**config.mk**
```make
export PLATFORM = sky130hd
export DESIGN_NAME = mod_check_scheduler
export DESIGN_NICKNAME = d
export VERILOG_FILES = /design/src/rtl/mod_check_pkg.sv /design/src/rtl/mod_n_residue.sv /design/src/rtl/mod_check_scheduler.sv
export SDC_FILE = /design/constraint.sdc
export NUM_CORES = 1
export LEC_CHECK = 0
export CELL_PAD_IN_SITES_DETAIL_PLACEMENT = 1
export CELL_PAD_IN_SITES_GLOBAL_PLACEMENT = 1
export CORE_AREA = 5 5 61 63
export DETAILED_ROUTE_END_ITERATION = 8
export DIE_AREA = 0 0 66 68
export PLACE_DENSITY = 0.82
export SKIP_CTS_REPAIR_TIMING = 1
export SLEW_MARGIN = 10
export SYNTH_ARGS = -nofsm -noshare
export SYNTH_HDL_FRONTEND = slang
export SYNTH_SLANG_ARGS = --single-unit
```
**constraint.sdc**
```tcl
create_clock -name clk -period 3.25 [get_ports clk]
set_input_delay 0.65 -clock clk [delete_from_list [all_inputs] [get_ports clk]]
set_output_delay 0.65 -clock clk [all_outputs]
set_load 0.02 [all_outputs]
```
**src/rtl/mod_check_pkg.sv**
```systemverilog
// Shared state encoding, default sizes and width helpers for the mod-N check scheduler.
package mod_check_pkg;

  localparam int unsigned DEF_NUM_REQ = 2;
  localparam int unsigned DEF_WORD_W  = 8;
  localparam int unsigned DEF_DIVISOR = 5;

  localparam logic [1:0] ST_IDLE  = 2'd0;
  localparam logic [1:0] ST_SHIFT = 2'd1;
  localparam logic [1:0] ST_DONE  = 2'd2;

  typedef enum logic [1:0] {
    IDLE  = ST_IDLE,
    SHIFT = ST_SHIFT,
    DONE  = ST_DONE
  } state_t;

  // Bits needed to encode n distinct values; never below one so ports stay legal.
  function automatic int unsigned idx_w(input int unsigned n);
    return (n < 2) ? 1 : $clog2(n);
  endfunction

  // Bits needed to hold a count that runs from n down to 0.
  function automatic int unsigned cnt_w(input int unsigned n);
    return idx_w(n + 1);
  endfunction

endpackage

```
**src/rtl/mod_n_residue.sv**
```systemverilog
// Serial residue engine: each enabled cycle folds one MSB-first bit into r = (2r + b) mod DIVISOR.
module mod_n_residue import mod_check_pkg::*; #(
  parameter  int unsigned DIVISOR = DEF_DIVISOR,
  localparam int unsigned RES_W   = idx_w(DIVISOR)
) (
  input  logic             clk,
  input  logic             rst,
  input  logic             clr,
  input  logic             en,
  input  logic             bit_in,
  output logic [RES_W-1:0] residue
);

  localparam int unsigned    EXT_W = RES_W + 1;
  localparam logic [RES_W:0] MOD   = EXT_W'(DIVISOR);

  logic [RES_W-1:0] residue_q, residue_d;
  logic [RES_W:0]   doubled;

  // 2r+b never reaches 2*DIVISOR, so a single conditional subtract fully reduces it.
  always_comb begin
    // NOTE: every signal gets a default first so no path leaves it unassigned (no latch).
    doubled   = {residue_q, bit_in};
    residue_d = residue_q;
    if (clr) begin
      residue_d = '0;
    end else if (en) begin
      residue_d = (doubled >= MOD) ? RES_W'(doubled - MOD) : doubled[RES_W-1:0];
    end
  end

  // NOTE: state updates use non-blocking assignment so all flops sample the same edge.
  always_ff @(posedge clk) begin
    if (rst) residue_q <= '0;
    else     residue_q <= residue_d;
  end

  assign residue = residue_q;

endmodule

```
**src/rtl/mod_check_scheduler.sv**
```systemverilog
// Round-robin front end sharing one serial mod-DIVISOR residue engine among NUM_REQ requesters.
// Optional abort input enabled by defining MOD_CHECK_ABORT_EN.
module mod_check_scheduler import mod_check_pkg::*; #(
  parameter  int unsigned NUM_REQ = DEF_NUM_REQ,
  parameter  int unsigned WORD_W  = DEF_WORD_W,
  parameter  int unsigned DIVISOR = DEF_DIVISOR,
  localparam int unsigned RES_W   = idx_w(DIVISOR),
  localparam int unsigned ID_W    = idx_w(NUM_REQ)
) (
  input  logic                      clk,
  input  logic                      rst,
`ifdef MOD_CHECK_ABORT_EN
  input  logic                      abort,
`endif
  input  logic [NUM_REQ-1:0]        req_valid,
  input  logic [NUM_REQ*WORD_W-1:0] req_data,
  output logic [NUM_REQ-1:0]        req_ready,
  output logic                      busy,
  output logic                      res_valid,
  output logic                      res_divisible,
  output logic [RES_W-1:0]          res_residue,
  output logic [ID_W-1:0]           res_id
);

  localparam int unsigned CNT_W = cnt_w(WORD_W);
  localparam int unsigned EXT_W = ID_W + 1;

  state_t            state_q, state_d;
  logic [WORD_W-1:0] shreg_q, shreg_d;
  logic [CNT_W-1:0]  cnt_q, cnt_d;
  logic [ID_W-1:0]   id_q, id_d;
  logic [ID_W-1:0]   last_grant_q, last_grant_d;
  logic [RES_W-1:0]  held_res_q, held_res_d;
  logic [ID_W-1:0]   held_id_q, held_id_d;
  logic              held_div_q, held_div_d;

  logic [ID_W-1:0]   winner;
  logic              found;
  logic              handshake;
  logic              abort_req;
  logic [WORD_W-1:0] sel_word;
  logic [RES_W-1:0]  residue;

`ifdef MOD_CHECK_ABORT_EN
  assign abort_req = abort;
`else
  assign abort_req = 1'b0;
`endif

  // Search starts just after the last grant and wraps, giving round-robin fairness.
  always_comb begin
    logic [ID_W:0] idx;
    winner = '0;
    found  = 1'b0;
    idx    = '0;
    for (int i = 1; i <= NUM_REQ; i++) begin
      idx = {1'b0, last_grant_q} + EXT_W'(i);
      if (idx >= EXT_W'(NUM_REQ)) idx = idx - EXT_W'(NUM_REQ);
      if (!found && req_valid[idx[ID_W-1:0]]) begin
        found  = 1'b1;
        winner = idx[ID_W-1:0];
      end
    end
  end

  always_comb begin
    sel_word = '0;
    for (int i = 0; i < NUM_REQ; i++) begin
      if (winner == ID_W'(i)) sel_word = req_data[i*WORD_W +: WORD_W];
    end
  end

  assign handshake = (state_q == IDLE) && found;
  assign req_ready = handshake ? (NUM_REQ'(1) << winner) : '0;

  always_comb begin
    state_d      = state_q;
    shreg_d      = shreg_q;
    cnt_d        = cnt_q;
    id_d         = id_q;
    last_grant_d = last_grant_q;
    held_res_d   = held_res_q;
    held_id_d    = held_id_q;
    held_div_d   = held_div_q;
    case (state_q)
      IDLE: begin
        if (handshake) begin
          shreg_d      = sel_word;
          cnt_d        = CNT_W'(WORD_W);
          id_d         = winner;
          last_grant_d = winner;
          state_d      = SHIFT;
        end
      end
      SHIFT: begin
        shreg_d = shreg_q << 1;
        cnt_d   = cnt_q - CNT_W'(1);
        if (abort_req)                 state_d = IDLE;
        else if (cnt_q == CNT_W'(1))   state_d = DONE;
      end
      DONE: begin
        held_res_d = residue;
        held_id_d  = id_q;
        held_div_d = (residue == '0);
        state_d    = IDLE;
      end
      default: state_d = IDLE;
    endcase
  end

  always_ff @(posedge clk) begin
    if (rst) begin
      state_q      <= IDLE;
      shreg_q      <= '0;
      cnt_q        <= '0;
      id_q         <= '0;
      last_grant_q <= ID_W'(NUM_REQ - 1);
      held_res_q   <= '0;
      held_id_q    <= '0;
      held_div_q   <= 1'b0;
    end else begin
      state_q      <= state_d;
      shreg_q      <= shreg_d;
      cnt_q        <= cnt_d;
      id_q         <= id_d;
      last_grant_q <= last_grant_d;
      held_res_q   <= held_res_d;
      held_id_q    <= held_id_d;
      held_div_q   <= held_div_d;
    end
  end

  mod_n_residue #(.DIVISOR(DIVISOR)) u_residue (
    .clk     (clk),
    .rst     (rst),
    .clr     (handshake),
    .en      (state_q == SHIFT),
    .bit_in  (shreg_q[WORD_W-1]),
    .residue (residue)
  );

  // Live engine values are shown during DONE; the held copies keep them visible afterwards.
  assign busy          = (state_q != IDLE);
  assign res_valid     = (state_q == DONE);
  assign res_residue   = res_valid ? residue : held_res_q;
  assign res_id        = res_valid ? id_q : held_id_q;
  assign res_divisible = res_valid ? (residue == '0) : held_div_q;

endmodule

```
==> summary.md, run 1 <==
| Metric | Value |
|---|---|
| Status | finished, final reports clean |
| Starting Density | 35.81% |
| Fmax | 344.9 MHz |
| Seq cells post-synth | 24 |
| Register area share after synthesis | 42.20% |
| CTS tree | done |
| DP Cell Count | 194 |
| Routed len/inst | 15.73 µm |
| DRT Pass-1 Iters | 4 |
| Critical Path, Cell by Cell | clkdlybuf4s50_1 > nand2b_1 > and3_1 > clkdlybuf4s50_1 |
| Core region area | 3179 µm² |
| Clock sink count | 24 |
| Slowest stage delay, CP | 680 ps |
| Grt ovf | 0 |
| I/O Buffers | 28 |
| Most common cell in the netlist | dfxtp_1 |
| CP bufs+invs | 2 |
| Unrepaired setup endpoints after global routing | no |
| # rows | 21 |
| Switching Share | 29.08% |
| Via density | 5.136 |
| P_sw | 0.1855 mW |
| Top cells by instance count after synthesis | dfxtp_1 (24), a22oi_1 (15), a21oi_1 (14), nand2_1 (8) |
| Power Density | 431.3 nW/µm² |
| Die ar. | 4488 µm² |
| 1st-iter DRT viols | 34 |
| Delay-heaviest family, CP | buffers and inverters |
| Synthesized area | 1139 µm² |
| Hold_ws | 511.6 ps |
| Antenna Nets Post-Route | 0 |
| CP max FO | 9 |
| Arr. time, crit path | 2250 ps |
| Leakage power | 0.5667 nW |
| Area of the multi-input gates | 583.1 µm² |
| Register area | 480.5 µm² |
| Via count | 1017 |
| Overall power | 0.6378 mW |
| CTS buffer count | 3 |
| Seq pwr share | 52.5% |
| Pin count of the biggest net entering global routing | 14 |
| Clock group share of total power | 25.8% |
| Setup TNS | 0 ps |
| WP data required | 2600 ps |
| Hpwl dp | 2472 µm |
| Fin crit share | 89.21% |
| GP Congestion | 0.7664 |
| GR Util All Layers | 15.70% |
| Cell count after synthesis | 126 |
| Hold WC Path Type | flop to flop |
| Area growth syn-to-layout | 29.89% |
| Post-synth EDFFs | 0 |
| Avg Cell Area, Syn | 9.036 µm² |
| Tightest Pin Transition | 486.5 ps |
| CP max-delay cell | clkdlybuf4s50_1 |
| Synth area leaders | dfxtp_1 (42%), a22oi_1 (9.9%), a21oi_1 (6.2%) |
| Max Cap Viol | 0 |
| Syn. warnings | 0 |
| Antenna diodes | 0 |
| Final setup vio count | 0 |
| Nets | 177 |
| Most used cell, CP | clkdlybuf4s50_1 |
| CP Class | input port to output port |
| Non-Filler Instances | 198 |
| Tmin final | 2899 ps |
| Htree depth | 1 |
| Vias in the first global route | 1163 |
| Antenna violations before repair | 0 |
| Finished layout cell area | 1479 µm² |
| CP Capture Type | output port |
| Internal power | 0.4524 mW |
| Critical Path Source Type | input port |
| Root buffer cell | clkbuf_4 |
| Layout cell share with drive strength beyond 1 | 7.895% |
| Drc violations | 0 |
| Die Ht | 68 µm |
| Worst slew margin | 67.35% |
| First-pass GRT wire length | 5416 µm |
| Post-synth top area cell | dfxtp_1 |
| Post-Syn Nets | 150 |
| Final Hold Viols | 0 |
| Synth top area share | 42.20% |
| Slew Limit Fails | 0 |
| Filler cells | 376 |
| Distinct cell type count of the synthesized netlist | 34 |
| Most used DFF post-synth | dfxtp_1 |
| Peak supply drop | 0.1542 mV |
| Asr flop ratio synth | 0% |
| Bufs on Longest Clock Path | 2 |
| Die X | 66 µm |
| Routed Wire Length | 3114 µm |
| Clock Skews | 5.371 ps |
| Comb power frac | 21.8% |
| Worst-Skew Late Latency | 330 ps |
| Clock transition at path regs | 130 ps |
| Post-DP Area | 1443 µm² |
| # IOs | 29 |
## layout by cell type, fill, tap and decap left out, drive strengths merged
master         Yosys  final
dfxtp             24     24
nor4               1      1
a211o              1      1
nor2               8      8
nor2b              5      5
a31oi              1      1
o22ai              1      1
or3                1      1
and3               2      2
a21boi             1      1
a21oi             14     14
mux2               3      3
inv                7      7
clkbuf             2      4
o41ai              1      1
nor3               4      4
nand2              8      8
mux2i              1      1
a22oi             15     15
ha                 4      4
o21ai              3      3
nand2b             4      4
xnor2              2      2
or2                1      1
nor3b              1      1
buf                6      2
clkdlybuf4s50      0     28
nand3              3      3
o211a              1      1
and2b              1      1
## sequential cells by signal, summed over array words and instances (netlist names)
register           count
id_q                   1
held_id_q              1
last_grant_q           1
cnt_q                  4
state_q                2
u_residue.residue      3
shreg_q                8
held_div_q             1
held_res_q             3
## worst min-delay path, stage by stage, from the launching register on
cell     delay (ps)
dfxtp_1         350
a21oi_1          60
nor2_1           70
## power groups by stage
stage          Combinational [mW]  Sequential, mW  Clock (mW)
2_1_floorplan              0.0911           0.335           0
3_3_place_gp                0.133           0.339           0
3_5_place_dp                0.141           0.341           0
4_1_cts                     0.141           0.335       0.167
5_1_grt                     0.156           0.338       0.176
6_report                    0.139           0.335       0.164
## worst paths after layout
check | slack [ps] | end | cells past startpoint | start
max reg2reg | 1790 | u_residue.residue[0] | 5 | u_residue.residue[0]
max | 350 | req_ready[0] | 4 | req_valid[1]
min reg2reg | 510 | id_q | 2 | id_q
min | 510 | id_q | 2 | id_q
## cell families after synthesis
family	count (synthesis)	synth area share (%)
AND/OR/NAND/NOR	39	18.90
AO/OA/AOI/OAI	38	22.20
flip-flops	24	42.20
buffers and inverters	15	6.593
multiplexers	4	4.175
adder cells (fa/ha/maj)	4	4.396
XOR/XNOR	2	1.539
## metal layers
metal	share of wire, %	wire length, µm	up-vias	GRT usage (%)
met5	0	0	-	0
met4	1.5	48	0	6.091
met3	4.6	144	5	3.284
met2	53	1653	33	29.16
met1	41	1267	482	17.53
li1	-	-	497	-
## per-stage QoR
step | setup WS (ps) | utilization, %
2_1_floorplan | 1470 | -
3_3_place_gp | 408.6 | 45.38
3_5_place_dp | 360.8 | 45.38
4_1_cts | 351.3 | 46.52
5_1_grt | 282.0 | 46.52
6_report | 350.5 | 46.52
## cell type report
cell class | instances | area share, %
Clock buffer | 4 | 2.453
Inverter | 7 | 1.777
Multi-Input combinational cell | 87 | 39.42
Sequential cell | 24 | 32.49
Tap cell | 46 | 3.892
Timing Repair Buffer | 30 | 19.97
Power figures use the tool's default switching activity.
==> run 2, diff against run 1 <==
--- a/config.mk
+++ b/config.mk
@@ -7,9 +7,9 @@
 export LEC_CHECK = 0
 export CELL_PAD_IN_SITES_DETAIL_PLACEMENT = 1
 export CELL_PAD_IN_SITES_GLOBAL_PLACEMENT = 1
-export CORE_AREA = 5 5 61 63
+export CORE_AREA = 2 2 58 60
 export DETAILED_ROUTE_END_ITERATION = 8
-export DIE_AREA = 0 0 66 68
+export DIE_AREA = 0 0 60 62
 export PLACE_DENSITY = 0.82
 export SKIP_CTS_REPAIR_TIMING = 1
 export SLEW_MARGIN = 10
==> summary.md, run 2 (same netlist as run 1, synthesis figures left out) <==
| Metric | Value |
|---|---|
| FF-to-FF setup slack | 1790 ps |
| Seq pwr share | 48.5% |
| GP Congestion | 0.7283 |
| Starting Density | 35.81% |
| Layout cell share with drive strength beyond 1 | 7.285% |
| Arr. time, crit path | 2240 ps |
| Worst slew margin | 47.03% |
| Pin count of the biggest net entering global routing | 22 |
| CTS buffer count | 3 |
| Hold_ws | 517.7 ps |
| Fmax | 346.6 MHz |
| CP max-delay cell | clkdlybuf4s50_1 |
| Hold Path End | id_q |
| Drc violations | 0 |
| Delay-heaviest family, CP | buffers and inverters |
| Worst-Skew Late Latency | 320 ps |
| Power Density | 462.9 nW/µm² |
| Worst R2R End | u_residue.residue[0] |
| Hold path cells | 2 |
| Leakage power | 0.5688 nW |
| # rows | 21 |
| Slew Limit Fails | 0 |
| Die ar. | 3720 µm² |
| Clock transition at path regs | 140 ps |
| Max reg flops | 8 |
| Area growth syn-to-layout | 30.66% |
| Tmin final | 2885 ps |
| CP Class | input port to output port |
| CTS tree | done |
| Commonest non-fill, non-tap cell in the layout | clkdlybuf4s50_1 |
| R2R cell count | 5 |
| Reg-to-Reg Start | u_residue.residue[0] |
| GR Util All Layers | 17.09% |
| Routed Wire Length | 2801 µm |
| Setup TNS | 0 ps |
| Most frequent cells in the layout | clkdlybuf4s50_1 (28), dfxtp_1 (24), a22oi_1 (15) |
| Via density | 5.183 |
| Vias in the first global route | 1046 |
| WP data required | 2600 ps |
| Die Ht | 62 µm |
| DRT Pass-1 Iters | 4 |
| Nets | 176 |
| Slowest stage delay, CP | 670 ps |
| Clock group share of total power | 31.6% |
| Die X | 60 µm |
| Switching Share | 26.27% |
| 1st-iter DRT viols | 29 |
| Tightest Pin Transition | 792.0 ps |
| Final setup vio count | 0 |
| Fin crit share | 88.78% |
| Clock sink count | 24 |
| Antenna violations before repair | 0 |
| Grt ovf | 0 |
| Finished layout cell area | 1488 µm² |
| Via count | 1021 |
| CP Capture Type | output port |
| Unrepaired setup endpoints after global routing | no |
| Root buffer cell | clkbuf_4 |
| Core region area | 3179 µm² |
| Routed len/inst | 14.22 µm |
| Antenna diodes | 0 |
| Status | finished, final reports clean |
| Critical Path, Cell by Cell | clkdlybuf4s50_1 > and3_1 > clkdlybuf4s50_1 |
| Final Hold Viols | 0 |
| Most flops, register | shreg_q |
| Internal power | 0.5077 mW |
| Clock Skews | 7.985 ps |
| Antenna Nets Post-Route | 0 |
| First-pass GRT wire length | 4726 µm |
| Critical Path Source Type | input port |
| CP bufs+invs | 2 |
| Bufs on Longest Clock Path | 2 |
| Peak supply drop | 0.1797 mV |
| Hold wc startpoint | id_q |
| Most used cell, CP | clkdlybuf4s50_1 |
| I/O Buffers | 28 |
| P_sw | 0.1809 mW |
| # IOs | 29 |
| Top Registers | shreg_q (8), cnt_q (4) |
| Htree depth | 1 |
| Max Cap Viol | 0 |
| CP max FO | 9 |
| Hold WC Path Type | flop to flop |
| Hpwl dp | 2114 µm |
| Post-DP Area | 1435 µm² |
| Comb power frac | 19.8% |
-- run 2: area by class of cell --
class	count	area [µm²]
Clock buffer	3	22.52
Clock inverter	1	30.03
Fill cell	379	1692
Inverter	7	26.28
Multi-Input combinational cell	87	583.1
Sequential cell	24	480.5
Tap cell	46	57.56
Timing Repair Buffer	29	287.8
-- run 2: how the worst max path moves through the flow --
stage                       from        endpoint  slack [ps]  cells past startpoint
finish              req_valid[0]    req_ready[0]         360                      3
global route        req_valid[1]    req_ready[0]         270                      4
CTS                 req_valid[1]    req_ready[0]         370                      4
detailed placement  req_valid[1]    req_ready[0]         380                      4
global placement    req_valid[1]    req_ready[0]         420                      4
floorplan             state_q[0]  res_residue[0]        1470                      3
-- run 2: power by group through the flow --
| stage | clock network (mW) | registers (mW) | logic [mW] |
|---|---|---|---|
| finish | 0.218 | 0.334 | 0.137 |
| global route | 0.239 | 0.338 | 0.154 |
| CTS | 0.225 | 0.334 | 0.138 |
| detailed placement | 0 | 0.341 | 0.137 |
| global placement | 0 | 0.340 | 0.132 |
| floorplan | 0 | 0.335 | 0.0911 |
-- run 2: stage by stage --
stage	cells	util, %	power (mW)	setup WS (ps)
floorplan	126	-	0.4265	1470
global placement	193	45.14	0.4714	415.9
detailed placement	193	45.14	0.4776	377.1
CTS	197	46.79	0.6974	366.8
global route	197	46.79	0.7299	267.9
finish	197	46.79	0.6886	364.5
-- run 2: worst min-delay path: stages (launching register included) --
cell     delay [ps]
dfxtp_1         360
a21oi_1          60
nor2_1           70
-- run 2: layer usage --
metal	global-route usage, %	vias to the layer above	wire, µm
li1	-	494	-
met3	4.348	6	148
met5	0	-	0
met1	20.28	486	1215
met2	29.50	35	1384
met4	6.984	0	52
